**src/rtl/vga_timing_pkg.sv**
```systemverilog
// Shared timing presets, region encoding and colour-bar table for the VGA timing generator.
package vga_timing_pkg;

  typedef enum logic [1:0] {RegSync, RegBp, RegAct, RegFp} region_e;

  typedef struct packed {
    int unsigned sync;
    int unsigned bp;
    int unsigned act;
    int unsigned fp;
  } axis_timing_t;

  // Common presets: horizontal in pixel clocks, vertical in lines.
  localparam axis_timing_t H_640X480_60  = '{sync: 96,  bp: 48,  act: 640,  fp: 16};
  localparam axis_timing_t V_640X480_60  = '{sync: 2,   bp: 33,  act: 480,  fp: 10};
  localparam axis_timing_t H_800X600_60  = '{sync: 128, bp: 88,  act: 800,  fp: 40};
  localparam axis_timing_t V_800X600_60  = '{sync: 4,   bp: 23,  act: 600,  fp: 1};
  localparam axis_timing_t H_1024X768_60 = '{sync: 136, bp: 160, act: 1024, fp: 24};
  localparam axis_timing_t V_1024X768_60 = '{sync: 6,   bp: 29,  act: 768,  fp: 3};

  // Colour bar {R,G,B} on/off flags, left to right.
  function automatic logic [2:0] bar_colour(input logic [2:0] idx);
    logic [2:0] c;
    c = 3'b000;
    unique case (idx)
      3'd0: c = 3'b111;  // white
      3'd1: c = 3'b110;  // yellow
      3'd2: c = 3'b011;  // cyan
      3'd3: c = 3'b010;  // green
      3'd4: c = 3'b101;  // magenta
      3'd5: c = 3'b100;  // red
      3'd6: c = 3'b001;  // blue
      3'd7: c = 3'b000;  // black
      default: c = 3'b000;
    endcase
    return c;
  endfunction

endpackage

```
**src/rtl/vga_axis_cnt.sv**
```systemverilog
// One raster axis: wrapping position counter with region decode.
module vga_axis_cnt
  import vga_timing_pkg::*;
#(
  parameter int unsigned SYNC = 136,
  parameter int unsigned BP   = 160,
  parameter int unsigned ACT  = 1024,
  parameter int unsigned FP   = 24,
  localparam int unsigned TOT = SYNC + BP + ACT + FP,
  localparam int unsigned CW  = $clog2(TOT)
) (
  input  logic          clk,
  input  logic          rst_n,
  input  logic          en,
  input  logic          adv,
  output logic [CW-1:0] cnt,
  output logic          wrap,
  output region_e       region
);

  logic [CW-1:0] cnt_q;

  assign cnt  = cnt_q;
  assign wrap = adv && (cnt_q == CW'(TOT - 1));

  // Position counter; disabled axis is parked at 0 so a restart begins a fresh frame.
  always_ff @(posedge clk or negedge rst_n) begin
    if (!rst_n) begin
      cnt_q <= '0;
    end else if (!en) begin
      cnt_q <= '0;
    end else if (adv) begin
      cnt_q <= wrap ? '0 : cnt_q + 1'b1;
    end
  end

  // Region decode, compared at 32 bits so ACT ending exactly at TOT cannot overflow.
  always_comb begin
    region = RegFp;
    if (32'(cnt_q) < SYNC) begin
      region = RegSync;
    end else if (32'(cnt_q) < SYNC + BP) begin
      region = RegBp;
    end else if (32'(cnt_q) < SYNC + BP + ACT) begin
      region = RegAct;
    end
  end

endmodule

```
**src/rtl/vga_timing_gen.sv**
```systemverilog
// Parametrised VGA/DVI raster timing generator with pixel-fetch request and registered outputs.
// Optional macro VGA_TESTPAT_EN adds VGA_PAT_SEL and an 8-bar colour test pattern.
module vga_timing_gen
  import vga_timing_pkg::*;
#(
  parameter int unsigned H_SYNC   = 136,
  parameter int unsigned H_BP     = 160,
  parameter int unsigned H_ACT    = 1024,
  parameter int unsigned H_FP     = 24,
  parameter int unsigned V_SYNC   = 6,
  parameter int unsigned V_BP     = 29,
  parameter int unsigned V_ACT    = 768,
  parameter int unsigned V_FP     = 3,
  parameter bit          H_POL    = 1'b0,
  parameter bit          V_POL    = 1'b0,
  parameter int unsigned REQ_LEAD = 3,
  parameter int unsigned RGB_W    = 8,
  localparam int unsigned H_TOT   = H_SYNC + H_BP + H_ACT + H_FP,
  localparam int unsigned V_TOT   = V_SYNC + V_BP + V_ACT + V_FP,
  localparam int unsigned HCW     = $clog2(H_TOT),
  localparam int unsigned VCW     = $clog2(V_TOT)
) (
  input  logic               VGA_CLK,
  input  logic               VGA_RST_N,
  input  logic               VGA_EN,
  input  logic [3*RGB_W-1:0] VGA_BUF_RGB,
`ifdef VGA_TESTPAT_EN
  input  logic               VGA_PAT_SEL,
`endif
  output logic               VGA_REQ,
  output logic [HCW-1:0]     VGA_X,
  output logic [VCW-1:0]     VGA_Y,
  output logic               VGA_FRAME_START,
  output logic               VGA_HSYNC,
  output logic               VGA_VSYNC,
  output logic               VGA_DE,
  output logic [RGB_W-1:0]   VGA_R,
  output logic [RGB_W-1:0]   VGA_G,
  output logic [RGB_W-1:0]   VGA_B,
  output logic               VGA_BLANK_N,
  output logic               VGA_SYNC_N
);

  if (REQ_LEAD < 1 || REQ_LEAD > H_BP) begin : g_lead_chk
    $error("vga_timing_gen: REQ_LEAD must be in 1..H_BP");
  end

  logic [HCW-1:0] h_cnt;
  logic [VCW-1:0] v_cnt;
  logic           h_wrap;
  region_e        h_region, v_region;

  vga_axis_cnt #(.SYNC(H_SYNC), .BP(H_BP), .ACT(H_ACT), .FP(H_FP)) u_h_cnt (
    .clk    (VGA_CLK),
    .rst_n  (VGA_RST_N),
    .en     (VGA_EN),
    .adv    (1'b1),
    .cnt    (h_cnt),
    .wrap   (h_wrap),
    .region (h_region)
  );

  // Frame wrap is implied by both counters returning to 0, so its flag is not needed here.
  vga_axis_cnt #(.SYNC(V_SYNC), .BP(V_BP), .ACT(V_ACT), .FP(V_FP)) u_v_cnt (
    .clk    (VGA_CLK),
    .rst_n  (VGA_RST_N),
    .en     (VGA_EN),
    .adv    (h_wrap),
    .cnt    (v_cnt),
    .wrap   (),
    .region (v_region)
  );

  logic [31:0]        h_lead;
  logic               de_d, req_d, fs_d, hsync_d, vsync_d;
  logic [HCW-1:0]     x_d;
  logic [VCW-1:0]     y_d;
  logic [3*RGB_W-1:0] rgb_d;

  logic               de_q, req_q, fs_q, hsync_q, vsync_q;
  logic [HCW-1:0]     x_q;
  logic [VCW-1:0]     y_q;
  logic [3*RGB_W-1:0] rgb_q;

`ifdef VGA_TESTPAT_EN
  logic [31:0] pix_col;
  logic [2:0]  bar_c;
`endif

  // Next-state of every output from the current counter state; request looks ahead on the
  // same line only, so it never wraps into the next line.
  always_comb begin
    h_lead  = 32'(h_cnt) + REQ_LEAD;
    de_d    = (h_region == RegAct) && (v_region == RegAct);
    req_d   = (h_lead >= H_SYNC + H_BP) && (h_lead < H_SYNC + H_BP + H_ACT) &&
              (v_region == RegAct);
    fs_d    = (h_cnt == '0) && (v_cnt == '0);
    hsync_d = (h_region == RegSync) ? H_POL : ~H_POL;
    vsync_d = (v_region == RegSync) ? V_POL : ~V_POL;
    x_d     = HCW'(h_lead - (H_SYNC + H_BP));
    y_d     = VCW'(32'(v_cnt) - (V_SYNC + V_BP));
    rgb_d   = de_d ? VGA_BUF_RGB : '0;
`ifdef VGA_TESTPAT_EN
    pix_col = 32'(h_cnt) - (H_SYNC + H_BP);
    bar_c   = bar_colour(3'((pix_col * 8) / H_ACT));
    if (VGA_PAT_SEL && de_d) begin
      rgb_d = {{RGB_W{bar_c[2]}}, {RGB_W{bar_c[1]}}, {RGB_W{bar_c[0]}}};
    end
`endif
  end

  // Output registers; disable forces the same values as reset. X/Y hold between requests.
  always_ff @(posedge VGA_CLK or negedge VGA_RST_N) begin
    if (!VGA_RST_N) begin
      de_q    <= 1'b0;
      req_q   <= 1'b0;
      fs_q    <= 1'b0;
      hsync_q <= ~H_POL;
      vsync_q <= ~V_POL;
      x_q     <= '0;
      y_q     <= '0;
      rgb_q   <= '0;
    end else if (!VGA_EN) begin
      de_q    <= 1'b0;
      req_q   <= 1'b0;
      fs_q    <= 1'b0;
      hsync_q <= ~H_POL;
      vsync_q <= ~V_POL;
      x_q     <= '0;
      y_q     <= '0;
      rgb_q   <= '0;
    end else begin
      de_q    <= de_d;
      req_q   <= req_d;
      fs_q    <= fs_d;
      hsync_q <= hsync_d;
      vsync_q <= vsync_d;
      rgb_q   <= rgb_d;
      if (req_d) begin
        x_q <= x_d;
        y_q <= y_d;
      end
    end
  end

  assign VGA_DE          = de_q;
  assign VGA_BLANK_N     = de_q;
  assign VGA_REQ         = req_q;
  assign VGA_FRAME_START = fs_q;
  assign VGA_HSYNC       = hsync_q;
  assign VGA_VSYNC       = vsync_q;
  assign VGA_X           = x_q;
  assign VGA_Y           = y_q;
  assign {VGA_R, VGA_G, VGA_B} = rgb_q;
  assign VGA_SYNC_N      = 1'b0;

endmodule

```
**config.mk**
```make
export PLATFORM = sky130hd
export DESIGN_NAME = vga_timing_gen
export DESIGN_NICKNAME = d
export VERILOG_FILES = /design/src/rtl/vga_timing_pkg.sv /design/src/rtl/vga_axis_cnt.sv /design/src/rtl/vga_timing_gen.sv
export SDC_FILE = /design/constraint.sdc
export NUM_CORES = 1
export LEC_CHECK = 0
export CORE_ASPECT_RATIO = 0.9
export CORE_MARGIN = 2
export CORE_UTILIZATION = 51
export CTS_BUF_LIST = sky130_fd_sc_hd__clkbuf_8 sky130_fd_sc_hd__clkbuf_16
export CTS_CLUSTER_SIZE = 20
export DETAILED_ROUTE_END_ITERATION = 6
export PLACE_DENSITY = 0.81
export RECOVER_POWER = 25
export SETUP_SLACK_MARGIN = 0.1
export SYNTH_ARGS = -nofsm -noshare
export SYNTH_HDL_FRONTEND = slang
export SYNTH_SLANG_ARGS = --single-unit
```
**constraint.sdc**
```tcl
create_clock -name VGA_CLK -period 3.2 [get_ports VGA_CLK]
set_input_delay 0.48 -clock VGA_CLK [delete_from_list [all_inputs] [get_ports VGA_CLK]]
set_output_delay 0.48 -clock VGA_CLK [all_outputs]
set_load 0.03 [all_outputs]
```
==> flow_summary.yaml, run 1 <==
cts:
  clk_latency_ps: 340
  hold_buffers: 1
  cts-buffers-inserted: 9
  cts_tree: "built"
  ctsHtreeMaxLevel: 3
  cts_sinks: 71
  clk_path_buf_depth: 2
  post-cts-setup-buffers: 0
  post_cts_resized: 0
  clk_pin_slew_worst_paths_ps: 70
  cts-root-buf: "clkbuf_8"
detailed_routing:
  detail-route-antenna-nets: 0
  first_iter_violations: 81
  drc_errors: 0
  vias: 2688
  vias_per_cell: 5.27
  wl_um: 7530
  wl_per_cell_um: 14.8
  first_pass_iters: 4
flow_run:
  maxCapViolations: 0
yosys:
  synth_area_um2: 3560
  yosysWarnings: 0
  ys_seq_area_share_pct: 49.9
  synth_edf_count: 0
  syn_nets: 386
  async_flop_share_pct: 100
  synth_cells: 352
  yosysUniqueCellTypes: 52
  ys.flop_type: "dfrtp_1"
  synth_area_per_cell_um2: 10.1
  synth-seq-cells: 71
timing:
  setup_viol: 0
  maxSlewHeadroom_pct: 17.6
  timing.final.crit_share_pct: 89.4
  hold_viol: 0
  period_minus_slack_ps: 2860
  fmax_ghz: 0.350
  slew_viol_final: 0
  final.setup_skew_ps: 7.11
  rsz0062_at_grt: "false"
  finalSetupTns_ps: 0
  fin_hold_ws_ps: 500
  worst_slew_pin_slew_ps: 1240
  fin_ws_ps: 340
layout:
  drive_above_1_share_pct: 8.10
  fin_nets: 450
  syn_to_final_growth_pct: 27.1
  nFillCells: 514
  multi_input_area_um2: 1590
  n_antenna_cell: 0
  mostFrequentLayoutCells: "clkdlybuf4s50_1 (76), dfrtp_1 (69), nor2_1 (50)"
  register_area_um2: 1780
  final_common_cell: "clkdlybuf4s50_1"
floorplanning:
  core-area_um2: 6660
  die_x_um: 92.1
  io_pins: 79
  dieHeight_um: 83.3
  row_count: 28
  initial_core_util_pct: 53.5
  dieArea_um2: 7670
grt:
  grt_pass1_vias: 2599
  antenna_found_initial: 0
  grt_pass1_wl_um: 12700
  grt_usage_pct: 20.5
  grt_start_max_net_pins: 45
  grt.overflow.total: 0
placed_design:
  gp_congestion: 0.848
  place_ws_ps: 359
  port-buffer-count: 77
  hpwlAfterDp_um: 5210
critical_path:
  required_ps: 3410
  r2r-end: "VGA_X[1]"
  cp_common_cell: "nor2_1"
  end_kind: "flip-flop"
  critPathMaxStageDelay_ps: 490
  crit_end: "VGA_X[1]"
  cp_slowest_cell: "dfrtp_1"
  cp.depth: 10
  worst-path-buf-inv: 2
  critPathMaxFanout: 29
  r2r_cells: 10
  r2r-start: "u_h_cnt.cnt[0]"
  critical_path.top_delay_family: "compound AO/OA/AOI/OAI gates"
  startpoint_type: "flip-flop"
  crit_type: "flip-flop to flip-flop"
  worstPathCellList: "inv_1 > ha_1 > xnor2_1 > nor2_1 > a221o_1 > a31oi_1 > o211a_2 > buf_4 > mux2i_1 > nor2_1"
  cp-startpoint: "u_h_cnt.cnt[0]"
  rrSetupSlack_ps: 340
  arrival_ps: 3070
hold_path:
  min_path_type: "primary input to asynchronous set/reset pin"
power_and_ir_drop:
  peakVddDrop_v: 0.000235
  p_leak_uw: 0.00190
  power.density_nw_per_um2: 393
status:
  status: "complete, no violations"
==> registers in the layout, summed over array words and instances (netlist names) <==
signal and cells:
VGA_Y 10, VGA_BLANK_N 1, VGA_REQ 1, VGA_FRAME_START 1, rgb_q 24, VGA_HSYNC 1, VGA_X 11, u_v_cnt.cnt 10
VGA_VSYNC 1, u_h_cnt.cnt 11
==> metal layers <==
| metal | share of wire, % | track usage [%] |
|---|---|---|
| met3 | 6.4 | 4.08 |
| met1 | 47 | 29.2 |
| met5 | 0 | 0 |
| met4 | 0.56 | 6.38 |
| met2 | 46 | 31.8 |
==> worst register-to-register path, cell delays in order, from the launching register on <==
cell and delay (ps):
dfrtp_1 490, inv_1 150, ha_1 410, xnor2_1 170
nor2_1 50, a221o_1 380, a31oi_1 240, o211a_2 200
buf_4 350, mux2i_1 250, nor2_1 60
==> power breakdown <==
group | internal, uW | total, uW | switching, uW | leakage, uW
clock network | 433 | 758 | 325 | 0.000105
logic | 48.9 | 111 | 62.1 | 0.000814
registers | 903 | 913 | 9.19 | 0.000982
total | 1390 | 1780 | 396 | 0.00190
==> cell families after synthesis <==
logic type / count (synthesis) / synth area share (%)
other: 1 / 0.105
buffers and inverters: 39 / 5.41
multiplexers: 13 / 3.65
flip-flops: 71 / 49.9
adder cells (fa/ha/maj): 7 / 2.46
AO/OA/AOI/OAI: 45 / 9.52
XOR/XNOR: 34 / 8.36
AND/OR/NAND/NOR: 142 / 20.5
==> worst min path at each step <==
stage	slack (ps)	startpoint	end	depth (start not counted)
floorplan	180	VGA_RST_N	VGA_BLANK_N	0
finish	500	VGA_RST_N	VGA_X[0]	2
global placement	290	VGA_RST_N	VGA_X[2]	1
CTS	460	VGA_RST_N	VGA_X[0]	2
global route	520	VGA_RST_N	VGA_X[0]	2
detailed placement	300	VGA_RST_N	VGA_X[0]	1
==> synth_stat cells (3+ instances only) <==
library cell | number | area share, %
nor3b_1 | 3 | 0.63
nand2_1 | 19 | 2.0
a211oi_2 | 7 | 2.5
o21ai_0 | 14 | 2.0
a21oi_1 | 8 | 1.1
nor2_1 | 50 | 5.3
nand4_1 | 6 | 1.1
nand3_1 | 8 | 1.1
and2_1 | 27 | 4.7
nor3_1 | 5 | 0.70
inv_1 | 10 | 1.1
buf_2 | 6 | 0.84
and4_1 | 3 | 0.74
xnor2_1 | 17 | 4.2
ha_1 | 7 | 2.5
dfrtp_1 | 69 | 48
buf_4 | 6 | 1.3
or3_1 | 4 | 0.70
xor2_1 | 17 | 4.2
mux2i_1 | 13 | 3.7
clkbuf_1 | 13 | 1.4
==> stage by stage <==
| step | area [um^2] | util (%) | power, uW | cells |
|---|---|---|---|---|
| 4_1_cts | 4540 | 68.1 | 1800 | 510 |
| 3_3_place_gp | 4320 | 64.8 | 1040 | 494 |
| 5_1_grt | 4530 | 68.0 | 1850 | 510 |
| 3_5_place_dp | 4320 | 64.8 | 1040 | 494 |
| 2_1_floorplan | 3560 | - | 976 | 352 |
| 6_report | 4530 | 68.0 | 1780 | 510 |
==> cell type report <==
class	instances	area share, %
sequential	71	39.3
multi-input combinational	242	35.1
timing repair buffer	82	17.6
clock buffer	9	2.74
tap	90	2.49
clock inverter	6	1.91
inverter	10	0.829
Power figures use the tool's default switching activity.
==> inputs of run 2 (changes only) <==
- CAP_MARGIN: default -> 10
- SKIP_LAST_GASP: default -> 1
==> results of run 2 <==
Same layout as run 1: the final DEF is identical, and so are final timing and power.
